==> config.mk <==
export PLATFORM = sky130hd
export DESIGN_NAME = uart_rx_core
export DESIGN_NICKNAME = d
export VERILOG_FILES = /design/src/rtl/uart_pkg.sv /design/src/rtl/uart_sync.sv /design/src/rtl/uart_rx_core.sv
export SDC_FILE = /design/constraint.sdc
export NUM_CORES = 1
export LEC_CHECK = 0
export CORE_ASPECT_RATIO = 0.6
export CORE_UTILIZATION = 30
export DETAILED_ROUTE_END_ITERATION = 10
export PLACE_DENSITY = 0.54
export SYNTH_ARGS = -nofsm -noshare
export SYNTH_HDL_FRONTEND = slang
export SYNTH_SLANG_ARGS = --single-unit
==> constraint.sdc <==
create_clock -name clk -period 3.6 [get_ports clk]
set_clock_uncertainty 0.15 [all_clocks]
set_input_delay 0.36 -clock clk [delete_from_list [all_inputs] [get_ports clk]]
set_output_delay 0.36 -clock clk [all_outputs]
set_load 0.01 [all_outputs]
==> src/rtl/uart_pkg.sv <==
// Shared UART constants and receiver FSM encoding.
// uart_tx uses the same frame constants.
package uart_pkg;

  localparam int DATA_BITS   = 8;
  localparam int DIV_DEFAULT = 868;  // 100 MHz / 115200 baud

  typedef enum logic [2:0] {
    IDLE,
    START,
    DATA,
    STOP,
    WAIT_HIGH
  } rx_state_t;

endpackage

==> src/rtl/uart_sync.sv <==
// Two-flop synchronizer for a single asynchronous input.
// The reset value is chosen so that reset never looks like an input event.
module uart_sync #(
  parameter logic RST_VAL = 1'b1
) (
  input  logic clk,
  input  logic rst,
  input  logic d,
  output logic q
);

  logic meta;

  // NOTE: non-blocking assignments keep the two stages as distinct flops.
  always_ff @(posedge clk or posedge rst) begin
    if (rst) begin
      meta <= RST_VAL;
      q    <= RST_VAL;
    end else begin
      meta <= d;
      q    <= meta;
    end
  end

endmodule

==> src/rtl/uart_rx_core.sv <==
// 8N1 UART receiver with mid-bit sampling and a one-entry valid/ready buffer.
// Framing errors and dropped frames are reported as one-cycle pulses.
module uart_rx_core
  import uart_pkg::*;
#(
  parameter int DIV = DIV_DEFAULT
) (
  input  logic                 clk,
  input  logic                 rst,
  input  logic                 rxd,
  output logic [DATA_BITS-1:0] d_rx,
  output logic                 vld_rx,
  input  logic                 rdy_rx,
  output logic                 ferr,
  output logic                 ovr
);

  localparam int CW = $clog2(DIV);
  localparam int IW = $clog2(DATA_BITS);

  typedef logic [CW-1:0] cnt_t;

  localparam cnt_t HALF_END = cnt_t'(DIV / 2 - 1);
  localparam cnt_t BIT_END  = cnt_t'(DIV - 1);
  localparam logic [IW-1:0] LAST_IDX = IW'(DATA_BITS - 1);

  logic                 rxd_s;
  rx_state_t            state, state_nxt;
  cnt_t                 cnt, cnt_nxt;
  logic [IW-1:0]        idx, idx_nxt;
  logic [DATA_BITS-1:0] sh, sh_nxt;
  logic                 deliver, frame_err;

  uart_sync #(.RST_VAL(1'b1)) u_sync (
    .clk (clk),
    .rst (rst),
    .d   (rxd),
    .q   (rxd_s)
  );

  always_ff @(posedge clk or posedge rst) begin
    if (rst) begin
      state <= IDLE;
      cnt   <= '0;
      idx   <= '0;
      sh    <= '0;
    end else begin
      state <= state_nxt;
      cnt   <= cnt_nxt;
      idx   <= idx_nxt;
      sh    <= sh_nxt;
    end
  end

  // NOTE: every output of this block gets a default first, so no latch is inferred.
  always_comb begin
    state_nxt = state;
    cnt_nxt   = cnt + 1'b1;
    idx_nxt   = idx;
    sh_nxt    = sh;
    deliver   = 1'b0;
    frame_err = 1'b0;
    case (state)
      IDLE: begin
        cnt_nxt = '0;
        if (!rxd_s) state_nxt = START;
      end
      START: begin
        if (cnt == HALF_END) begin
          cnt_nxt = '0;
          if (rxd_s) begin
            state_nxt = IDLE;  // start bit gone by mid-bit: glitch
          end else begin
            state_nxt = DATA;
            idx_nxt   = '0;
          end
        end
      end
      DATA: begin
        if (cnt == BIT_END) begin
          cnt_nxt = '0;
          sh_nxt  = {rxd_s, sh[DATA_BITS-1:1]};
          if (idx == LAST_IDX) state_nxt = STOP;
          else                 idx_nxt   = idx + 1'b1;
        end
      end
      STOP: begin
        if (cnt == BIT_END) begin
          cnt_nxt   = '0;
          deliver   = rxd_s;
          frame_err = !rxd_s;
          state_nxt = rxd_s ? IDLE : WAIT_HIGH;
        end
      end
      WAIT_HIGH: begin
        cnt_nxt = '0;
        if (rxd_s) state_nxt = IDLE;
      end
      default: begin
        state_nxt = IDLE;
        cnt_nxt   = '0;
      end
    endcase
  end

  // A delivery may refill the buffer in the same cycle it is being drained.
  always_ff @(posedge clk or posedge rst) begin
    if (rst) begin
      d_rx   <= '0;
      vld_rx <= 1'b0;
      ferr   <= 1'b0;
      ovr    <= 1'b0;
    end else begin
      ferr <= frame_err;
      ovr  <= 1'b0;
      if (vld_rx && rdy_rx) vld_rx <= 1'b0;
      if (deliver) begin
        if (!vld_rx || rdy_rx) begin
          d_rx   <= sh;
          vld_rx <= 1'b1;
        end else begin
          ovr <= 1'b1;
        end
      end
    end
  end

endmodule

==> impl_results.md <==
- R2R Path End: d_rx[1]$_DFFE_PP0P_
- Yosys Warn Count: 0
- Seq cells post-synth: 37
- Die area: 5930 sq um
- Critical path endpoint category: register
- First-pass GRT wire length: 5440 um
- Hold depth: 0
- Post-CTS resize count: 0
- Worst endpoint required time: 3.63 ns
- HPWL Detailed: 2280 um
- Clk slew on worst S/H paths: 0.07 ns
- Port buffer count: 14
- Initial Utilization: 0.322
- Final wirelength: 3170 um
- Status: finished, final reports clean
- HP Class: register to register
- Unrepaired setup endpoints after global routing: false
- Commonest non-fill, non-tap cells in the layout: dfrtp_1, nor2_1, clkdlybuf4s50_1
- Vias: 1,067
- Leak pwr: 0.000919 uW
- Non-filler cells in the finished layout: 218
- Finish-stage setup viols: 0
- IR drop worst, VDD: 149 uV
- Worst slew pin tran: 0.519 ns
- Setup repair bufs after CTS: 0
- # H-tree levels: 2
- Seq pwr share: 0.590
- Worst-Skew Late Latency: 0.29 ns
- Top Ports: 15
- F_max: 433 MHz
- Sw frac: 0.217
- Slew Limit Fails: 0
- Dpl cells: 210
- FILL cells: 503
- R2R setup slack: 1.29 ns
- Worst slew margin relative to its limit: 0.654
- CP Cell Sequence: ha_1 > and4bb_4 > nand3_4 > or3b_1 > mux2_4
- Critical Path AT: 2.33 ns
- Via/cell ratio: 4.89
- M2 GR Usage: 0.175
- Initial antenna violation count: 0
- Maxcap violations: 0
- Clk root buf: clkbuf_8
- Remaining Overflow, GRT: 0
- P_int: 556 uW
- Drt drc: 0
- WHS Endpoint: u_sync.q$_DFF_PP1_
- Die Height: 60.1 um
- Top-area cell type share of the netlist area: 0.520
- CTS max path bufs: 2
- CP Buf/Inv Count: 0
- Fin. Hold Viols: 0
- Wirelength per Cell: 14.6 um
- Diode count: 0
- CP delay by family, top: simple AND/OR/NAND/NOR gates
- Crit start category: register
- Final hold slack: 0.210 ns
- Final net count: 159
- Layout Utilization: 0.377
- Drt first pass iters: 4
- Area leader, netlist: dfrtp_1
- CTS buffer count: 5
- Max stage delay on crit path: 0.63 ns
- Layout cells sized above 1: 0.217
- Pre-CTS setup slack: 1.28 ns
- Clk network pwr share: 0.390
- Setup CP Type: register to register
- Netlist cell types: 37
- Sequential fraction of the synthesis area: 0.551
- Hold Startpoint: u_sync.meta$_DFF_PP1_
- Grt met1 use: 0.175
- Final ANT Viol Nets: 0
- CTS tree: built
- CP max-delay cell: or3b_1
- Switch Pwr: 154 uW
- CTS Hold Bufs: 0
- Pwr per Cell Area: 360 nW/um^2
- Synth Instances: 133
- Min Tclk post-route: 2.31 ns
- Largest net degree at the start of global routing: 38
- Core Region: 5230 sq um
- Mean post-synth cell area: 12.7 sq um
- FF-to-FF path depth: 5
- DR iter-0 viols: 95
- CP max FO: 8
- Final GP Congestion: 0.707
- Area contributors post-synth: dfrtp_1, mux2_4, mux2_2
- Mapped Nets: 141
- Cell Area, Synth: 1690 sq um
- Vias in the first global route: 1,085
- Clk sinks: 37
- Total track usage: 0.126
- Worst R2R Start: cnt[0]$_DFF_PP0_
- Area Overhead vs Synth: 17.0%
- Num rows: 20
- Leading cell type in the layout, fill and taps excluded: dfrtp_1
- Setup_tns: 0 ns
- Combinational Power Share: 0.020
- Global routing's busiest layer: met1
- Die width: 98.8 um
- Setup WS post-layout: 1.29 ns
- Met3 usage: 0.0386
- Period utilization: 0.641
==> kinds of logic (layout without fill, tap and decap cells) <==
group / count (synthesis) / count (layout) / synth area share
AOI/OAI and AO/OA: 10 / 10 / 0.0505
xor gates and xnor gates: 8 / 8 / 0.0416
adders and majority gates: 4 / 4 / 0.0297
buffers and inverters: 9 / 28 / 0.0267
DFF: 37 / 37 / 0.551
muxes: 16 / 16 / 0.125
and+or+nand+nor: 49 / 49 / 0.176
==> worst max path at each step <==
stage                                 from             endpoint  cells past startpoint
final                     cnt[0]$_DFF_PP0_  d_rx[1]$_DFFE_PP0P_                      5
after global routing      cnt[0]$_DFF_PP0_  d_rx[1]$_DFFE_PP0P_                      5
after CTS                 cnt[0]$_DFF_PP0_  d_rx[1]$_DFFE_PP0P_                      5
after detailed placement  cnt[0]$_DFF_PP0_  d_rx[1]$_DFFE_PP0P_                      5
after global placement    cnt[0]$_DFF_PP0_  d_rx[5]$_DFFE_PP0P_                      5
after floorplan           cnt[0]$_DFF_PP0_  d_rx[0]$_DFFE_PP0P_                      6
==> synth_stat cells <==
master / count
a21oi_2: 1
a22o_1: 1
a31oi_1: 1
a32oi_1: 1
a41oi_2: 1
and2_1: 1
and3_1: 2
and4_1: 1
and4bb_4: 1
buf_2: 3
buf_6: 1
dfrtp_1: 35
dfstp_2: 2
ha_1: 4
inv_1: 5
mux2_2: 8
mux2_4: 8
nand2_1: 9
nand2b_1: 1
nand3_1: 3
nand3_4: 1
nand3b_1: 3
nand3b_2: 1
nand4_1: 2
nor2_1: 14
nor2b_1: 1
nor3_1: 4
nor3b_4: 1
nor4b_1: 1
nor4bb_1: 1
o211ai_1: 3
o21ai_0: 1
o221ai_1: 1
or3b_1: 1
or3b_2: 1
xnor2_1: 3
xor2_1: 5
==> power groups by stage <==
stage	Sequential (uW)	Combinational [uW]	Clock (uW)
2_1_floorplan	426	7.72	0
3_3_place_gp	427	14.4	0
3_5_place_dp	427	15.0	0
4_1_cts	419	15.0	290
5_1_grt	419	16.8	306
6_report	419	14.2	277
==> final cells by class <==
type / count / area [sq um] / share of cell area
Timing Repair Buffer: 15 / 148 / 0.0749
Sequential cell: 37 / 928 / 0.471
Clock inverter: 2 / 10.0 / 0.00508
Tap cell: 66 / 82.6 / 0.0419
Inverter: 5 / 18.8 / 0.00952
Clock buffer: 6 / 72.6 / 0.0368
Multi-Input combinational cell: 87 / 712 / 0.361
==> state kept, by name, indices dropped and copies added (netlist names) <==
name,cells
vld_rx,1
ferr,1
d_rx,8
sh,8
cnt,10
u_sync.q,1
ovr,1
idx,3
u_sync.meta,1
state,3
==> worst register-to-register path, stage by stage (launching register included) <==
cell      delay, ns
dfrtp_1        0.41
ha_1           0.24
and4bb_4       0.28
nand3_4        0.10
or3b_1         0.63
mux2_4         0.38
==> layer usage <==
layer	wire [um]	vias up
met2	1300	21
met4	68	0
met3	115	7
met1	1690	541
met5	0	-
li1	-	498
==> metrics by stage <==
stage | area (sq um) | total power (uW)
6_report | 1970 | 710
5_1_grt | 1970 | 742
4_1_cts | 1970 | 724
3_5_place_dp | 1890 | 442
3_3_place_gp | 1890 | 441
2_1_floorplan | 1690 | 434
(Power assumes the default switching activity.)
==> edit 1, RTL diff (config.mk and constraints unchanged) <==
`RST_VAL` is set to 1'b1 in 2 places; all go to 1'b0.
--- a/src/rtl/uart_sync.sv
+++ b/src/rtl/uart_sync.sv
@@ -1,7 +1,7 @@
 // Two-flop synchronizer for a single asynchronous input.
 // The reset value is chosen so that reset never looks like an input event.
 module uart_sync #(
-  parameter logic RST_VAL = 1'b1
+  parameter logic RST_VAL = 1'b0
 ) (
   input  logic clk,
   input  logic rst,
--- a/src/rtl/uart_rx_core.sv
+++ b/src/rtl/uart_rx_core.sv
@@ -31,7 +31,7 @@
   logic [DATA_BITS-1:0] sh, sh_nxt;
   logic                 deliver, frame_err;
 
-  uart_sync #(.RST_VAL(1'b1)) u_sync (
+  uart_sync #(.RST_VAL(1'b0)) u_sync (
     .clk (clk),
     .rst (rst),
     .d   (rxd),
Formal check against the unedited RTL: no difference found for any inputs over 10 cycles, from zero or initial values and one cycle with rst high; that may be too few to reach the edited logic, so the function may still have changed.
==> edit 1 against the original RTL <==
  * Critical path depth is the same
  * Hold slack worse by 0.0047 ns
  * Power up 1.1%
  * Routed wire length shrank 3.5%
  * Cell area is essentially flat
  * Non-clock buffer count did not move
  * Synthesized area down 0.15%
  * Maximum frequency down 0.17%
  * Sequential cell count is the same
  * Core utilization barely moved
  * Die area is 0.15% lower
  * Worst setup slack got worse by 0.0040 ns
  * Critical path type unchanged
==> edit 1: results (changes against the original RTL) <==
Synth
  – Post-synthesis mux area share: 12.49% (+0.019 points)
  – Distinct cells, synth: 36 (-2.7%)
  – Post-synthesis compound-gate area fraction: 5.056% (+0.0075 points)
  – Adder-Cell Fraction of Synth Area: 2.974% (+0.0044 points)
  – Main synth FF type: dfrtp_1
  – Sequential area share after synthesis: 55.02% (-0.067 points)
  – Most common library cells after synthesis: dfrtp_1 (37), nor2_1 (14), nand2_1 (9)
  – Synth area leaders: dfrtp_1 (55%), mux2_4 (7.1%), mux2_2 (5.4%)
  – Synth Area in XOR/XNOR: 4.164% (+0.0062 points)

Placed design
  – Routability congestion estimate: 0.6842 (-3.3%)
  – Pre-CTS WS: 1.283 ns (+0.005670 ns)
  – Post-DP HPWL: 2.232 mm (-2.2%)

Run status
  – Status: completed

Detailed routing
  – Met3 routed WL: 130 um (+13%)
  – Met1 wire length: 1.637 mm (-3.0%)
  – Met2 wire length: 1.252 mm (-3.7%)
  – Drt wl/cell: 14.11 um (-3.1%)
  – Vias/cell: 4.719 (-3.6%)
  – DRT iter0 DRCs: 48 (-49%)

Final layout
  – Largest registers: cnt: 10 flops, d_rx: 8 flops, sh: 8 flops
  – Share of cells above drive strength 1: 19.87% (-1.8 points)

GRT
  – Initial antenna violation count: 0 (unchanged)
  – GRT Overall Usage: 11.50% (-1.1 points)
  – Vias in the first global route: 993 (-8.5%)
  – Global-route wire length before repair: 4.919 mm (-9.6%)

Power
  – VDD IR max: 0.1382 mV (-7.2%)
  – Static leakage: 0.9210 nW (+0.18%)

CTS
  – CTS max path bufs: 2 (unchanged)
  – Latest clock arrival within the worst-skew pair: 0.28 ns

Hold path
  – Worst hold path class: flop to flop

STA
  – Worst-Margin Slew: 0.5152 ns (-0.003827 ns)
  – Final hold violations: 0 (unchanged)
[edit 1: changes by cell type in the layout (fill, tap and decap cells not counted), sizes merged]
| cell | unedited run | this run |
|---|---|---|
| clkinv | 2 | 0 |
| dfstp | 2 | 0 |
| clkbuf | 6 | 7 |
| dfrtp | 35 | 37 |
[edit 1: stage by stage]
step                utilization (%)  power (mW)  instance area, um^2  cells  hold WS [ns]
detailed placement            36.08      0.4406                 1887    210        0.1934
CTS                           37.73      0.7312                 1973    217        0.2086
finish                        37.73      0.7181                 1973    217        0.2055
global route                  37.73      0.7517                 1973    217        0.2126
global placement              36.08      0.4402                 1887    210        0.1814
floorplan                         -      0.4331                 1683    133        0.1812
[edit 1: area by class of cell]
class                      instances  area [um^2]
clock buffer                       7        86.33
fill                             506         3257
inverter                           5        18.77
multi-input combinational         87        711.9
sequential                        37        925.9
tap                               66        82.58
timing repair buffer              15        147.6
[edit 1: power breakdown]
part | total (mW) | switching [mW] | leakage, nW | internal [mW]
logic | 0.0140 | 0.00928 | 0.379 | 0.00468
clock network | 0.286 | 0.135 | 0.0443 | 0.152
registers | 0.418 | 0.00110 | 0.498 | 0.417
[edit 1: final timing paths]
check	from	cells past startpoint	slack, ns	end
max in group asynchronous	rst	3	2.62	u_sync.q
min reg2reg	u_sync.meta	0	0.21	u_sync.q
max reg2reg	cnt[0]	5	1.29	d_rx[6]
max	cnt[0]	5	1.29	d_rx[6]
min	u_sync.meta	0	0.21	u_sync.q
min in group asynchronous	rst	3	0.34	d_rx[0]
[edit 1: metal layers]
layer | track usage, % | up-vias
li1 | - | 501
met4 | 5.757 | 0
met2 | 15.69 | 18
met5 | 0 | -
met3 | 3.977 | 2
met1 | 16.13 | 503
[edit 1: cells by family (layout without fill, tap and decap cells)]
group | after synthesis | count (layout)
and+or+nand+nor | 49 | 49
DFF | 37 | 37
muxes | 16 | 16
AOI/OAI and AO/OA | 10 | 10
buffers and inverters | 9 | 27
xor gates and xnor gates | 8 | 8
adders and majority gates | 4 | 4
[edit 1: worst register-to-register path: cells and delay by family (launching register included)]
kind | cells | cell delay (ns)
muxes | 1 | 0.38
and+or+nand+nor | 3 | 1.02
DFF | 1 | 0.41
adders and majority gates | 1 | 0.24
==> edit 2, RTL diff (same flow settings) <==
Without the edit above. The output `ferr` loses its register stage (`ferr` becomes a continuous assignment).
--- a/src/rtl/uart_rx_core.sv
+++ b/src/rtl/uart_rx_core.sv
@@ -108,10 +108,8 @@
     if (rst) begin
       d_rx   <= '0;
       vld_rx <= 1'b0;
-      ferr   <= 1'b0;
       ovr    <= 1'b0;
     end else begin
-      ferr <= frame_err;
       ovr  <= 1'b0;
       if (vld_rx && rdy_rx) vld_rx <= 1'b0;
       if (deliver) begin
@@ -125,5 +123,7 @@
     end
   end
 
+  assign ferr = frame_err;
+
 endmodule
 
Behaviour: no difference found for any inputs over 10 cycles, from zero or initial values and one cycle with rst high; that may be too few to reach the edited logic, so the function may still have changed.
==> edit 2 against the original RTL <==
  * The run now ends with design-rule violations left
  * Routed wire length fell by 6.9%
  * Worst setup slack got worse by 0.31 ns
  * Cell count fell by 0.46%
  * Synthesized cell count fell by 0.75%
  * Critical path depth fell by 1
  * Synthesized area fell by 1.5%
  * Hold slack improved by 0.0035 ns
  * Sequential cell count fell by 1
  * Power rose by 8.4%
  * Cell area rose by 0.19%
  * Combinational power fell by 6%
==> edit 2: results (changes against the original RTL) <==
GRT
  – GRT busiest layer: met2
  – Met3 Usage GRT: 4.363% (+0.50 points)
  – Grt met1 use: 14.89% (-2.6 points)
  – Global-route wire length before repair: 4.823 mm (-11%)
  – GRT Overall Usage: 11.20% (-1.4 points)
  – Initial antenna violation count: 0 (unchanged)
  – Pin count of the biggest net entering global routing: 37 (-2.6%)
  – Vias in the first global route: 989 (-8.8%)
  – GR Util met2: 16.40% (-1.1 points)

Final layout
  – ANT cells: 0 (unchanged)
  – NumNets Final: 158 (-0.63%)
  – Share of cells above drive strength 1: 22.52% (+0.81 points)
  – Largest registers: cnt: 10 flops, d_rx: 8 flops, sh: 8 flops
  – Non-Filler Instances: 217 (-0.46%)

STA
  – Setup TNS: 0 ns (unchanged)
  – Worst-Margin Slew: 0.5620 ns (+0.04299 ns)

Worst setup path
  – R2r endpoint: d_rx[0]
  – Reg2reg path depth: 4 (-1)
  – WP data arrival: 2.11 ns (-0.22 ns)
  – Setup slack, reg-to-reg: 1.26 ns (-0.03 ns)
  – CP Max Fanout: 7 (-1)
  – R2R Path Start: state[2]

Detailed routing
  – 1st-pass router iterations: 7 (+3)
  – DRT iter0 DRCs: 45 (-53%)
  – Vias/cell: 4.687 (-4.2%)
  – DRC viols: 3 (+3)
  – Drt wl/cell: 13.60 um (-6.5%)
  – Remaining antenna violation count: 0 (unchanged)

Run status
  – Violated checks: design-rule violations
  – Status: complete, but fails checks

Synth
  – Most common library cells after synthesis: dfrtp_1 (34), nor2_1 (14), nand2_1 (9)
  – Distinct cells, synth: 37 (unchanged)
  – Avg Inst Size Synth: 12.58 um^2 (-0.74%)
  – Synth area leaders: dfrtp_1 (51%), mux2_4 (7.2%), mux2_2 (5.4%)
  – Ys async rst share: 100.0% (unchanged)
  – Sequential area share after synthesis: 54.41% (-0.68 points)
  – YS warnings: 0 (unchanged)
  – Post-Syn Nets: 140 (-0.71%)

CTS
  – CTS root buf: clkbuf_8
  – Clk slew on worst S/H paths: 0.07 ns (about the same)
  – CTS max path bufs: 2 (unchanged)
  – CTS H-tree lvls: 2 (unchanged)
  – Post-CTS setup buffer count: 0 (unchanged)

Placed design
  – Post-DP HPWL: 2.104 mm (-7.8%)
  – Placed Cells: 209 (-0.48%)
  – Routability congestion estimate: 0.7614 (+7.6%)

Power
  – VDD IR max: 0.1769 mV (+19%)
  – Static leakage: 0.9146 nW (-0.52%)

Hold path
  – Worst hold stages: 0 (unchanged)
## edit 2: layout make-up
class	count	area [um^2]
multi-input cells	87	711.9
clock inverters	3	42.54
fillers	481	3204
clock buffers	5	68.82
well taps	66	82.58
inverters	5	18.77
repair buffers	15	147.6
flip-flops and latches	36	903.4
## edit 2: logic make-up (layout without fill, tap and decap cells)
kind of cell | Yosys count | in the layout | share of synthesized area, %
AOI/OAI and AO/OA | 10 | 10 | 5.125
xor gates and xnor gates | 8 | 8 | 4.220
adders and majority gates | 4 | 4 | 3.014
buffers and inverters | 9 | 28 | 2.713
DFF | 36 | 36 | 54.41
muxes | 16 | 16 | 12.66
and+or+nand+nor | 49 | 49 | 17.86
## edit 2: critical path, stage by stage, from the launching register on
cell,delay [ns]
dfrtp_1,0.43
nor2b_1,0.47
nand2_1,0.16
nor3_1,0.20
clkdlybuf4s50_1,0.57
## edit 2: worst max-delay path by stage
stage              from      end  slack [ns]
6_report       state[2]     ferr        0.98
5_1_grt        state[2]     ferr        0.81
3_3_place_gp     cnt[0]     ferr        1.28
3_5_place_dp     cnt[0]     ferr        1.25
2_1_floorplan    cnt[0]  d_rx[0]        1.56
4_1_cts          cnt[0]     ferr        0.92
## edit 2: where the power goes
| part | total (mW) | leakage (nW) | internal, mW | switching (mW) |
|---|---|---|---|---|
| sequential | 0.408 | 0.481 | 0.406 | 0.00133 |
| combinational | 0.0134 | 0.379 | 0.00469 | 0.00869 |
| clock | 0.349 | 0.0541 | 0.205 | 0.144 |
| total | 0.770 | 0.915 | 0.616 | 0.154 |
## edit 2: per-layer routing
metal	part of all wire, %	wire length [um]
met1	53	1573
met2	42	1237
met3	4.3	126
met4	0.47	14
met5	0	0
## edit 2: per-stage QoR
| step | utilization (%) | cell area (um^2) | setup slack [ns] | power (mW) | hold slack, ns |
|---|---|---|---|---|---|
| finish | 38.14 | 1976 | 0.9787 | 0.7702 | 0.2136 |
| global route | 38.14 | 1976 | 0.8100 | 0.8053 | 0.2200 |
| floorplan | - | 1660 | 1.557 | 0.4224 | 0.1952 |
| global placement | 35.99 | 1864 | 1.275 | 0.4291 | 0.1970 |
| detailed placement | 35.99 | 1864 | 1.251 | 0.4296 | 0.2009 |
| CTS | 38.14 | 1976 | 0.9197 | 0.7819 | 0.2151 |
